--- config.mk ---
export PLATFORM = sky130hd
export DESIGN_NAME = load_store_unit
export DESIGN_NICKNAME = d
export VERILOG_FILES = /design/src/rtl/load_store_unit.sv
export SDC_FILE = /design/constraint.sdc
export NUM_CORES = 1
export LEC_CHECK = 0
export ABC_AREA = 0
export BUFFER_PORTS_ARGS = -buffer_cell sky130_fd_sc_hd__buf_2
export CORE_MARGIN = 2
export CORE_UTILIZATION = 43
export DETAILED_ROUTE_END_ITERATION = 10
export PLACE_DENSITY = 0.89
export SYNTH_ARGS = -nofsm -noshare
export SYNTH_HDL_FRONTEND = slang
export SYNTH_SLANG_ARGS = --single-unit
--- constraint.sdc ---
create_clock -name clk -period 1.8 [get_ports clk]
set_input_delay 0.36 -clock clk [delete_from_list [all_inputs] [get_ports clk]]
set_output_delay 0.36 -clock clk [all_outputs]
set_load 0.01 [all_outputs]
--- src/rtl/load_store_unit.sv ---
// Memory-access stage: turns ALU results into data-memory loads/stores or
// passes them straight to writeback, stalling the pipeline while memory is busy.
module load_store_unit #(
  parameter int DATA_W = 32,
  parameter int REG_W  = 5
) (
  input  logic              clk,
  input  logic              reset,
  input  logic              ex_valid,
  output logic              ex_ready,
  input  logic              ex_memread,
  input  logic              ex_memwrite,
  input  logic [DATA_W-1:0] ex_addr,
  input  logic [DATA_W-1:0] ex_wdata,
  input  logic [REG_W-1:0]  ex_rd,
  output logic              mem_req,
  output logic              mem_we,
  output logic [DATA_W-1:0] mem_addr,
  output logic [DATA_W-1:0] mem_wdata,
  input  logic              mem_gnt,
  input  logic              mem_rvalid,
  input  logic [DATA_W-1:0] mem_rdata,
  output logic              wb_valid,
  output logic [REG_W-1:0]  wb_rd,
  output logic [DATA_W-1:0] wb_data,
  output logic              stall,
  output logic              misalign
);

  typedef enum logic [1:0] {IDLE, REQ, WAIT_R} state_t;

  state_t              r_state;
  logic                r_ready;
  logic                r_stall;
  logic                r_mem_req;
  logic                r_mem_we;
  logic [DATA_W-1:0]   r_mem_addr;
  logic [DATA_W-1:0]   r_mem_wdata;
  logic                r_wb_valid;
  logic [REG_W-1:0]    r_wb_rd;
  logic [DATA_W-1:0]   r_wb_data;
  logic                r_misalign;
  logic [REG_W-1:0]    r_pend_rd;

  logic                w_accept;
  logic                w_is_mem;
  logic                w_aligned;

  assign w_accept  = ex_valid && r_ready;
  assign w_is_mem  = ex_memread || ex_memwrite;
  assign w_aligned = (ex_addr[1:0] == 2'b00);

  // Ready and stall are kept as separate registers so every output is a flop.
  always_ff @(posedge clk) begin
    if (reset) begin
      r_state     <= IDLE;
      r_ready     <= 1'b1;
      r_stall     <= 1'b0;
      r_mem_req   <= 1'b0;
      r_mem_we    <= 1'b0;
      r_mem_addr  <= '0;
      r_mem_wdata <= '0;
      r_wb_valid  <= 1'b0;
      r_wb_rd     <= '0;
      r_wb_data   <= '0;
      r_misalign  <= 1'b0;
      r_pend_rd   <= '0;
    end else begin
      r_wb_valid <= 1'b0;
      r_misalign <= 1'b0;
      case (r_state)
        IDLE: begin
          if (w_accept) begin
            if (!w_is_mem) begin
              r_wb_valid <= 1'b1;
              r_wb_data  <= ex_addr;
              r_wb_rd    <= ex_rd;
            end else if (!w_aligned) begin
              r_misalign <= 1'b1;
            end else begin
              r_state     <= REQ;
              r_ready     <= 1'b0;
              r_stall     <= 1'b1;
              r_mem_req   <= 1'b1;
              r_mem_we    <= ex_memwrite;
              r_mem_addr  <= ex_addr;
              r_mem_wdata <= ex_wdata;
              r_pend_rd   <= ex_rd;
            end
          end
        end
        REQ: begin
          if (mem_gnt) begin
            r_mem_req <= 1'b0;
            r_mem_we  <= 1'b0;
            // A read that is granted and answered in one cycle skips WAIT_R.
            if (r_mem_we || mem_rvalid) begin
              r_state <= IDLE;
              r_ready <= 1'b1;
              r_stall <= 1'b0;
              if (!r_mem_we) begin
                r_wb_valid <= 1'b1;
                r_wb_data  <= mem_rdata;
                r_wb_rd    <= r_pend_rd;
              end
            end else begin
              r_state <= WAIT_R;
            end
          end
        end
        WAIT_R: begin
          if (mem_rvalid) begin
            r_state    <= IDLE;
            r_ready    <= 1'b1;
            r_stall    <= 1'b0;
            r_wb_valid <= 1'b1;
            r_wb_data  <= mem_rdata;
            r_wb_rd    <= r_pend_rd;
          end
        end
        default: begin
          r_state <= IDLE;
          r_ready <= 1'b1;
          r_stall <= 1'b0;
        end
      endcase
    end
  end

  assign ex_ready  = r_ready;
  assign stall     = r_stall;
  assign mem_req   = r_mem_req;
  assign mem_we    = r_mem_we;
  assign mem_addr  = r_mem_addr;
  assign mem_wdata = r_mem_wdata;
  assign wb_valid  = r_wb_valid;
  assign wb_rd     = r_wb_rd;
  assign wb_data   = r_wb_data;
  assign misalign  = r_misalign;

endmodule

# ---- Yosys cells after proc, flatten, opt, wreduce, memory -nomap -nowiden
# Cells that the tools add are included.
dict set report word_totals {
  wordCells 87
  romBits 0
  mem_count 0
  in_bits 108
  latchBits 0
  output_inout_bits 107
  ff_bits 114
  ram_bits 0
}
dict set report op_classes {
  addsub 0
  magnitude_cmp 0
  mul 0
  bitwise 3
  n_eq_ne 10
  shift 0
  n_reduce_logical 13
  div_mod_pow 0
  mux 49
}
# cell n
set op_table {}
lappend op_table {{two-way mux 32 bit} 6}
lappend op_table {{case mux 32 bit (3 select lines)} 1}
lappend op_table {{two-way mux 5 bit} 6}
lappend op_table {{two-way mux 1 bit} 23}
lappend op_table {{!= test 2 bit (second input constant)} 8}
lappend op_table {{case mux 5 bit (3 select lines)} 1}
lappend op_table {{two-way mux 2 bit} 6}
lappend op_table {{AND reduction 5 bit} 2}
lappend op_table {{case mux 1 bit (3 select lines)} 3}
lappend op_table {{AND reduction 7 bit} 1}
lappend op_table {{case mux 2 bit (3 select lines)} 1}
lappend op_table {{AND reduction 6 bit} 1}
lappend op_table {{zero test 2 bit} 2}
lappend op_table {{case mux 1 bit (2 select lines)} 2}
lappend op_table {{AND reduction 4 bit} 1}
lappend op_table {{OR reduction 4 bit} 1}
lappend op_table {{inverter 1 bit} 3}
lappend op_table {{nonzero test 3 bit} 1}
lappend op_table {{equality test 2 x 1 -> 1 bit (second input constant)} 1}
lappend op_table {{equality test 2 bit (second input constant)} 1}
lappend op_table {{logical OR 1 bit} 2}
lappend op_table {{nonzero test 2 bit} 1}
lappend op_table {{logical AND 1 bit} 1}

# ---- Logic depth before layout (Yosys ltp)
# Gate-level depths: netlist of run 1.
dict set report depth {
  ltp_word 5
  ltp_mapped 8
  depth_no_buf 6
}

# ---- Least setup slack after synthesis of run 1
# Ideal clock, no wire load.
dict set report synth_timing {
  kind {reg2reg}
  start {register r_state[0]}
  end {register r_wb_data[13], in the netlist wb_data[13]}
  synth_period_minus_slack_ns 1.795
  stages_incl_launch_ff 9
  t_required_ns 1.654
  setup_ns 0.146
  n_path_buf 2
  path_slack_ns 0.005
  t_arrival_ns 1.649
  cell_sequence {dfxtp_1 -> inv_1 -> ha_1 -> o21a_1 -> a2111oi_4 -> and2_1 -> buf_4 -> buf_6 -> a211oi_2}
}
dict set report synth_between {
  elab_chain_len 3
  elab_cells_between_ends 12
  classes_between {8 x eq/ne; 1 x mux; 3 x reduce/logical}
}
# element line_no
set synth_rtl {}
lappend synth_rtl {{from (decl)} 32} ;# state_t r_state;
lappend synth_rtl {{from (signal assigned)} 56} ;# r_state <= IDLE;
lappend synth_rtl {{from (signal assigned)} 81} ;# r_state <= REQ;
lappend synth_rtl {{from (signal assigned)} 98} ;# r_state <= IDLE;
lappend synth_rtl {{equality test 2 x 1 -> 1 bit (tied with other cells)} 71} ;# case (r_state)
lappend synth_rtl {{!= test 2 bit (no source line) / nonzero test 3 bit (equally long branches)} n/a}
lappend synth_rtl {{AND reduction 7 bit (no source line)} n/a}
lappend synth_rtl {{to (signal assigned)} 76} ;# r_wb_data <= ex_addr;
lappend synth_rtl {{to (signal assigned)} 103} ;# r_wb_data <= mem_rdata;
lappend synth_rtl {{to (signal assigned)} 117} ;# r_wb_data <= mem_rdata;
lappend synth_rtl {{to (decl)} 41} ;# logic [DATA_W-1:0] r_wb_data;
# Parallel ways exist; a longest one is shown, timed or not.
# A chain may end at the register's enable or synchronous reset.

# ---- Worst setup path in the final report of run 1
dict set report layout_timing {
  start {register r_state[1]}
  end {register r_wb_rd[4], in the netlist wb_rd[4]}
}
dict set report layout_between {
  elab_chain_len 3
  elab_cells_between_ends 12
  classes_between {8 x eq/ne; 1 x mux; 3 x reduce/logical}
}
# element line_no
set layout_rtl {}
lappend layout_rtl {{equality test 2 x 1 -> 1 bit (tied with other cells)} 71}
lappend layout_rtl {{!= test 2 bit (no source line) / nonzero test 3 bit (equally long branches)} n/a}
lappend layout_rtl {{AND reduction 7 bit (no source line)} n/a}
lappend layout_rtl {{to (signal assigned)} 77} ;# r_wb_rd <= ex_rd;
lappend layout_rtl {{to (signal assigned)} 104} ;# r_wb_rd <= r_pend_rd;
lappend layout_rtl {{to (signal assigned)} 118} ;# r_wb_rd <= r_pend_rd;
lappend layout_rtl {{to (decl)} 40} ;# logic [REG_W-1:0] r_wb_rd;
# Parallel ways exist; a longest one is shown, timed or not.

==> results.ini, run 1 <==
[run_status]
status=finished clean

[setup_path]
crit_top_cell=buf_6
start_kind=register
path_buf_inv=3
cp_slowest_stage_delay_ns=0.33
rr_endpoint=wb_rd[4]
reg2regPathDepth=8
arrival_ns=2.17
reg2reg_slack_ns=0.002
worst-path-max-fanout=13
crit_type=reg2reg
cp-end-kind=register
cp_data_required_time_ns=2.17
path_cells=buf_6, ha_4, nor2b_4, a2111oi_4, buf_6, and2_4, buf_12, a211oi_1
regToRegStartpoint=r_state[1]
critPathTopFamily=buffers and inverters
cpMaxStageDelayCell=dfxtp_2
crit_path_start=r_state[1]

[sta]
setup_ws_ns=0.00228
fmax_ghz=0.556
hold_viol=0
setup_violations=0
skew_ns=0.00946
timing.hold.ws_ns=0.0868
grt_setup_unrepaired=true
period_needed_ns=1.80
slew_headroom_pct=71.6
fin_crit_sh_pct=99.9
tightest_slew_ns=0.426
slew_viol_final=0

[synthesis]
synth_fa_ha_area_share_pct=1.56
ys_seq_area_share_pct=47.3
synthSimpleGateAreaFrac_pct=14.4
yosys.area.top_type=dfxtp_1
synth_edf_count=0
ys_async_sr_fraction_pct=0
synthTopCellsByArea=dfxtp_1 47%, a21oi_1 11%, nand2_1 11%
ys_top_cells_by_count=136 x nand2_1, 114 x dfxtp_1, 104 x a21oi_1, 40 x mux2i_1, 30 x a211oi_2
synth-seq-cells=114
synth_xor_area_share_pct=0
synth_most_common_cell=nand2_1
synth.net_count=643
syn-cell-area_sq_um=4820
yosysUniqueCellTypes=37
synth_compound_area_share_pct=22.5
ys.flop_type=dfxtp_1
syn_area_per_cell_sq_um=9.11
synth_top_family_by_area=compound AO/OA/AOI/OAI gates
muxShareOfSynthArea_pct=8.31
synth_top_area_share_pct=47.3
synthCells=529
yosysWarningCount=0

[clock_tree]
holdBufCountCts=0
clock_path_buffers=2
cts.sinks=114
cts_tree=done
cts-root-buf=clkbuf_8
h-tree-depth=4
clkTransAtPathRegs_ns=0.06
worstSkewPairLatency_ns=0.51
numCtsBuffers=17

[placed_design]
dp_hpwl_mm=9.48
dp_slack_ns=-0.0444
io_buffers=214
gp_congestion=0.854
dpl_cell_area_sq_um=6110

[global_routing]
use_met2_pct=40.4
grt-ovfl-total=0
antenna_found_initial=0
grt-busiest-layer=met2
grt_first_pass_wirelength_mm=21.5
grt_pass1_vias=4429
met3_usage_pct=7.88
grt_max_degree=72
gr-usage-all-layers_pct=23.2
grt_use_met1_pct=26.6

[floorplan]
die_area_sq_um=12100
die_h_microns=110
die_w_microns=110
core-area_sq_um=10900
rows=38
initial_core_util_pct=44.3
io_pins=215

[pwr]
intPower_mw=5.61
swShare_pct=27.6
ir_worst_vdd_v=0.00109
seq_power_share_pct=36.2
leakage_nw=2.99
power_switching_mw=2.14
p_comb_share_pct=20.3
total_power_mw=7.75
clkPwrFrac_pct=43.5
pwr_density_cell_nw_per_um2=1110

[route]
viasPerCell=5.09
dr_total_vias=4609
post-route-drc-count=0
routed_wl_mm=14.5
detail_route.iter0.violations=219
wl_per_cell_microns=16.0
dr.pass1.iters=5
ant_nets=0

[worst_hold_path]
whs_path_depth=3
worstHoldStart=ex_wdata[0]
min_to=mem_wdata[0]
hold_class=in2reg

[final_layout]
finalNetCount=866
num_antenna_cells=0
stdcell_area_sq_um=6980
layout-drive-gt1-share_pct=43.9
area_growth_pct=44.7
fin_util_pct=64.1

[job]
cap_violations=0

routing by layer:
| layer | wire length [microns] | vias up | part of all wire (%) |
|---|---|---|---|
| met4 | 166 | 0 | 1.1 |
| met5 | 0 | - | 0 |
| li1 | - | 2273 | - |
| met1 | 6000 | 2166 | 41 |
| met2 | 7390 | 156 | 51 |
| met3 | 958 | 14 | 6.6 |
worst register-to-register path, stage by stage, from the launching register on:
cell and delay (ns):
dfxtp_2 0.33, buf_6 0.13, ha_4 0.15, nor2b_4 0.14, a2111oi_4 0.28, buf_6 0.17
and2_4 0.22, buf_12 0.17, a211oi_1 0.08
placed cells by master (no fill, tap or decap), types with 3 or more instances in the layout:
| master | count |
|---|---|
| buf_2 | 213 |
| nand2_1 | 136 |
| dfxtp_1 | 112 |
| a21oi_1 | 98 |
| mux2i_1 | 39 |
| a211oi_2 | 30 |
| clkbuf_16 | 18 |
| buf_4 | 16 |
| buf_12 | 10 |
| a211oi_1 | 8 |
| nor2_1 | 6 |
| a21oi_2 | 5 |
| nor3b_1 | 5 |
| clkinvlp_4 | 5 |
| buf_6 | 5 |
| nor3_1 | 3 |
| nand2b_1 | 3 |
| o21ai_0 | 3 |
| ha_2 | 3 |
| clkbuf_8 | 3 |
| clkinv_2 | 3 |
| bufinv_16 | 3 |
sequential cells by signal (all words and copies together), names as in the netlist, 2 cells and up:
signal     flops
mem_addr      32
r_pend_rd      5
mem_wdata     32
r_state        2
wb_rd          5
wb_data       32
area by class of cell:
| type | instances | area, sq um |
|---|---|---|
| fill | 883 | 3910 |
| sequential | 114 | 2280 |
| inverter | 2 | 7.51 |
| multi-input combinational | 368 | 2340 |
| clock inverter | 13 | 160 |
| timing repair buffer | 249 | 1560 |
| tap | 140 | 175 |
| clock buffer | 19 | 442 |
power groups by stage:
stage / Clock, mW / Sequential (mW) / Combinational, mW
global route: 3.55 / 2.82 / 1.70
floorplan: 0 / 2.93 / 0.786
global placement: 0 / 2.84 / 1.36
finish: 3.37 / 2.81 / 1.58
detailed placement: 0 / 2.85 / 1.39
CTS: 3.44 / 2.80 / 1.48
kinds of logic (layout without fill, tap and decap cells):
family | count (synthesis) | after routing
simple gates | 166 | 166
compound gates | 156 | 156
flops | 114 | 114
buf+inv | 47 | 283
mux | 40 | 40
fa+ha+maj | 6 | 6
per-stage QoR:
| stage | TNS [ns] | cells |
|---|---|---|
| floorplan | 0 | 529 |
| global placement | 0 | 865 |
| detailed placement | -0.871 | 865 |
| CTS | 0 | 901 |
| global route | -0.800 | 905 |
| finish | 0 | 905 |
worst max path at each step:
stage                        to  cells past startpoint
floorplan           wb_data[13]                      8
global placement    wb_data[26]                      7
detailed placement  wb_data[31]                      7
CTS                  wb_data[1]                      8
global route        wb_data[31]                      8
finish                 wb_rd[4]                      8
timing repair:
item,CTS,global route
resized for setup,11,23
setup endpoints to repair,37,91
pin swaps,2,15
cloned,2,3
buffers inserted,2,1
No activity file was read; power rests on OpenSTA's default activity.
==> inputs of run 2 (changes only) <==
--- a/config.mk
+++ b/config.mk
@@ -9,8 +9,10 @@
 export BUFFER_PORTS_ARGS = -buffer_cell sky130_fd_sc_hd__buf_2
 export CORE_MARGIN = 2
 export CORE_UTILIZATION = 43
+export CTS_CLUSTER_SIZE = 30
 export DETAILED_ROUTE_END_ITERATION = 10
 export PLACE_DENSITY = 0.89
+export SKIP_LAST_GASP = 1
 export SYNTH_ARGS = -nofsm -noshare
 export SYNTH_HDL_FRONTEND = slang
 export SYNTH_SLANG_ARGS = --single-unit
==> constraint.sdc (replaced) <==
create_clock -name clk -period 1.8 [get_ports clk]
set_input_delay 0.18 -clock clk [delete_from_list [all_inputs] [get_ports clk]]
set_output_delay 0.18 -clock clk [all_outputs]
set_load 0.01 [all_outputs]
==> results.ini, run 2 (synthesized netlist as in run 1, its figures left out) <==
[final_layout]
fin_util_pct=68.9
layout_commonest_cell=buf_2
area_growth_pct=55.6
layout_common_cells=213 x buf_2, 136 x nand2_1, 112 x dfxtp_1
layout-drive-gt1-share_pct=38.8
num_antenna_cells=0
stdcell_count=969
finalNetCount=930

[route]
ant_nets=0
dr.pass1.iters=5
viasPerCell=5.25
post-route-drc-count=0
routed_wl_mm=16.0
wl_per_cell_microns=16.5
dr_total_vias=5086
detail_route.iter0.violations=384

[pwr]
leakage_nw=3.21
ir_worst_vdd_v=0.000984
pwr_density_cell_nw_per_um2=1050

[global_routing]
grt_first_pass_wirelength_mm=23.6
grt-ovfl-total=0
grt_max_degree=59
gr-usage-all-layers_pct=25.8
grt_pass1_vias=5042
antenna_found_initial=0

[job]
cap_violations=0

[clock_tree]
cts.sinks=114
h-tree-depth=4
clock_path_buffers=2
cts-root-buf=clkbuf_8
worstSkewPairLatency_ns=0.52
numCtsBuffers=17
clkTransAtPathRegs_ns=0.06
post-cts-setup-buffers=0
cts_tree=done

[setup_path]
start_kind=register
cp-end-kind=register
crit_type=reg2reg
cp_data_required_time_ns=2.19
arrival_ns=2.23
worst-path-max-fanout=8

[floorplan]
die_area_sq_um=12100
die_w_microns=110
io_pins=215
core-area_sq_um=10900
initial_core_util_pct=44.3
rows=38
die_h_microns=110

[placed_design]
io_buffers=214
placedCellCount=867
gp_congestion=0.820
dp_hpwl_mm=9.81

[sta]
period_needed_ns=1.84
slew_viol_final=0
fmax_ghz=0.542
skew_ns=0.00766
setup_violations=37
tightest_slew_ns=0.376
timing.hold.ws_ns=0.0164
setup_ws_ns=-0.0439
hold_viol=0
grt_setup_unrepaired=true
slew_headroom_pct=75.0
fin_crit_sh_pct=102

[run_status]
status=complete, but fails checks
violations=negative setup slack

[worst_hold_path]
hold_class=in2reg

-- run 2: cell types whose count changed in the layout (fill, tap and decap cells not counted), sizes merged --
cell | before | now
bufinv | 3 | 4
buf | 247 | 244
clkinv | 5 | 4
dlygate4sd3 | 0 | 68
clkbuf | 21 | 20
-- run 2: metrics by stage --
stage	setup TNS (ns)	area, sq um	power, mW	setup WS (ns)
2_1_floorplan	0	4820	3.72	0.00466
3_3_place_gp	-0.533	6090	4.20	-0.0224
3_5_place_dp	-2.00	6090	4.24	-0.0672
4_1_cts	-0.794	7430	7.87	-0.0509
5_1_grt	-2.81	7500	8.20	-0.0927
6_report	-0.678	7500	7.88	-0.0439
-- run 2: area by class of cell --
cell class	count	area, sq um
fill	798	3390
inverter	2	10.0
timing repair buffer	313	2120
sequential	114	2280
clock buffer	19	432
tap	140	175
clock inverter	13	185
multi-input combinational	368	2290
-- run 2: metal layers --
metal  share of wire, %  routed length [microns]  track usage [%]
met5                  0                        0                0
met2                 50                     7970             45.2
met4                3.2                      517             13.8
met3                8.0                     1280             9.37
met1                 39                     6230             26.6
-- run 2: path summary, 6_finish.rpt --
| path | startpoint | to | slack (ns) | cells after the start |
|---|---|---|---|---|
| setup / recovery | r_state[1] | wb_data[22] | -0.04 | 8 |
| hold / removal | mem_rdata[28] | wb_data[28] | 0.02 | 3 |
| setup reg to reg | r_state[1] | wb_data[22] | -0.04 | 8 |
| hold reg to reg | mem_wdata[20] | mem_wdata[20] | 0.45 | 2 |
-- run 2: repair_timing --
item / 4_1_cts / 5_1_grt
setup endpoints to repair: 41 / 108
gates cloned: 1 / 1
pin swaps: 1 / 2
hold buffers: 68 / 0
endpoints found under the hold margin: 69 / 0
gates resized for setup: 7 / 13
-- run 2: worst max-delay path, cell delays in order (launching register included) --
cell       delay (ns)
dfxtp_2          0.34
inv_2            0.07
ha_4             0.16
o21a_1           0.12
a2111oi_4        0.36
buf_4            0.19
and2_4           0.23
clkbuf_16        0.19
a211oi_2         0.06
-- run 2: report_power, final --
group	total (mW)	internal, mW	switching (mW)
clock network	3.49	2.28	1.21
logic	1.59	0.755	0.834
registers	2.81	2.71	0.0966
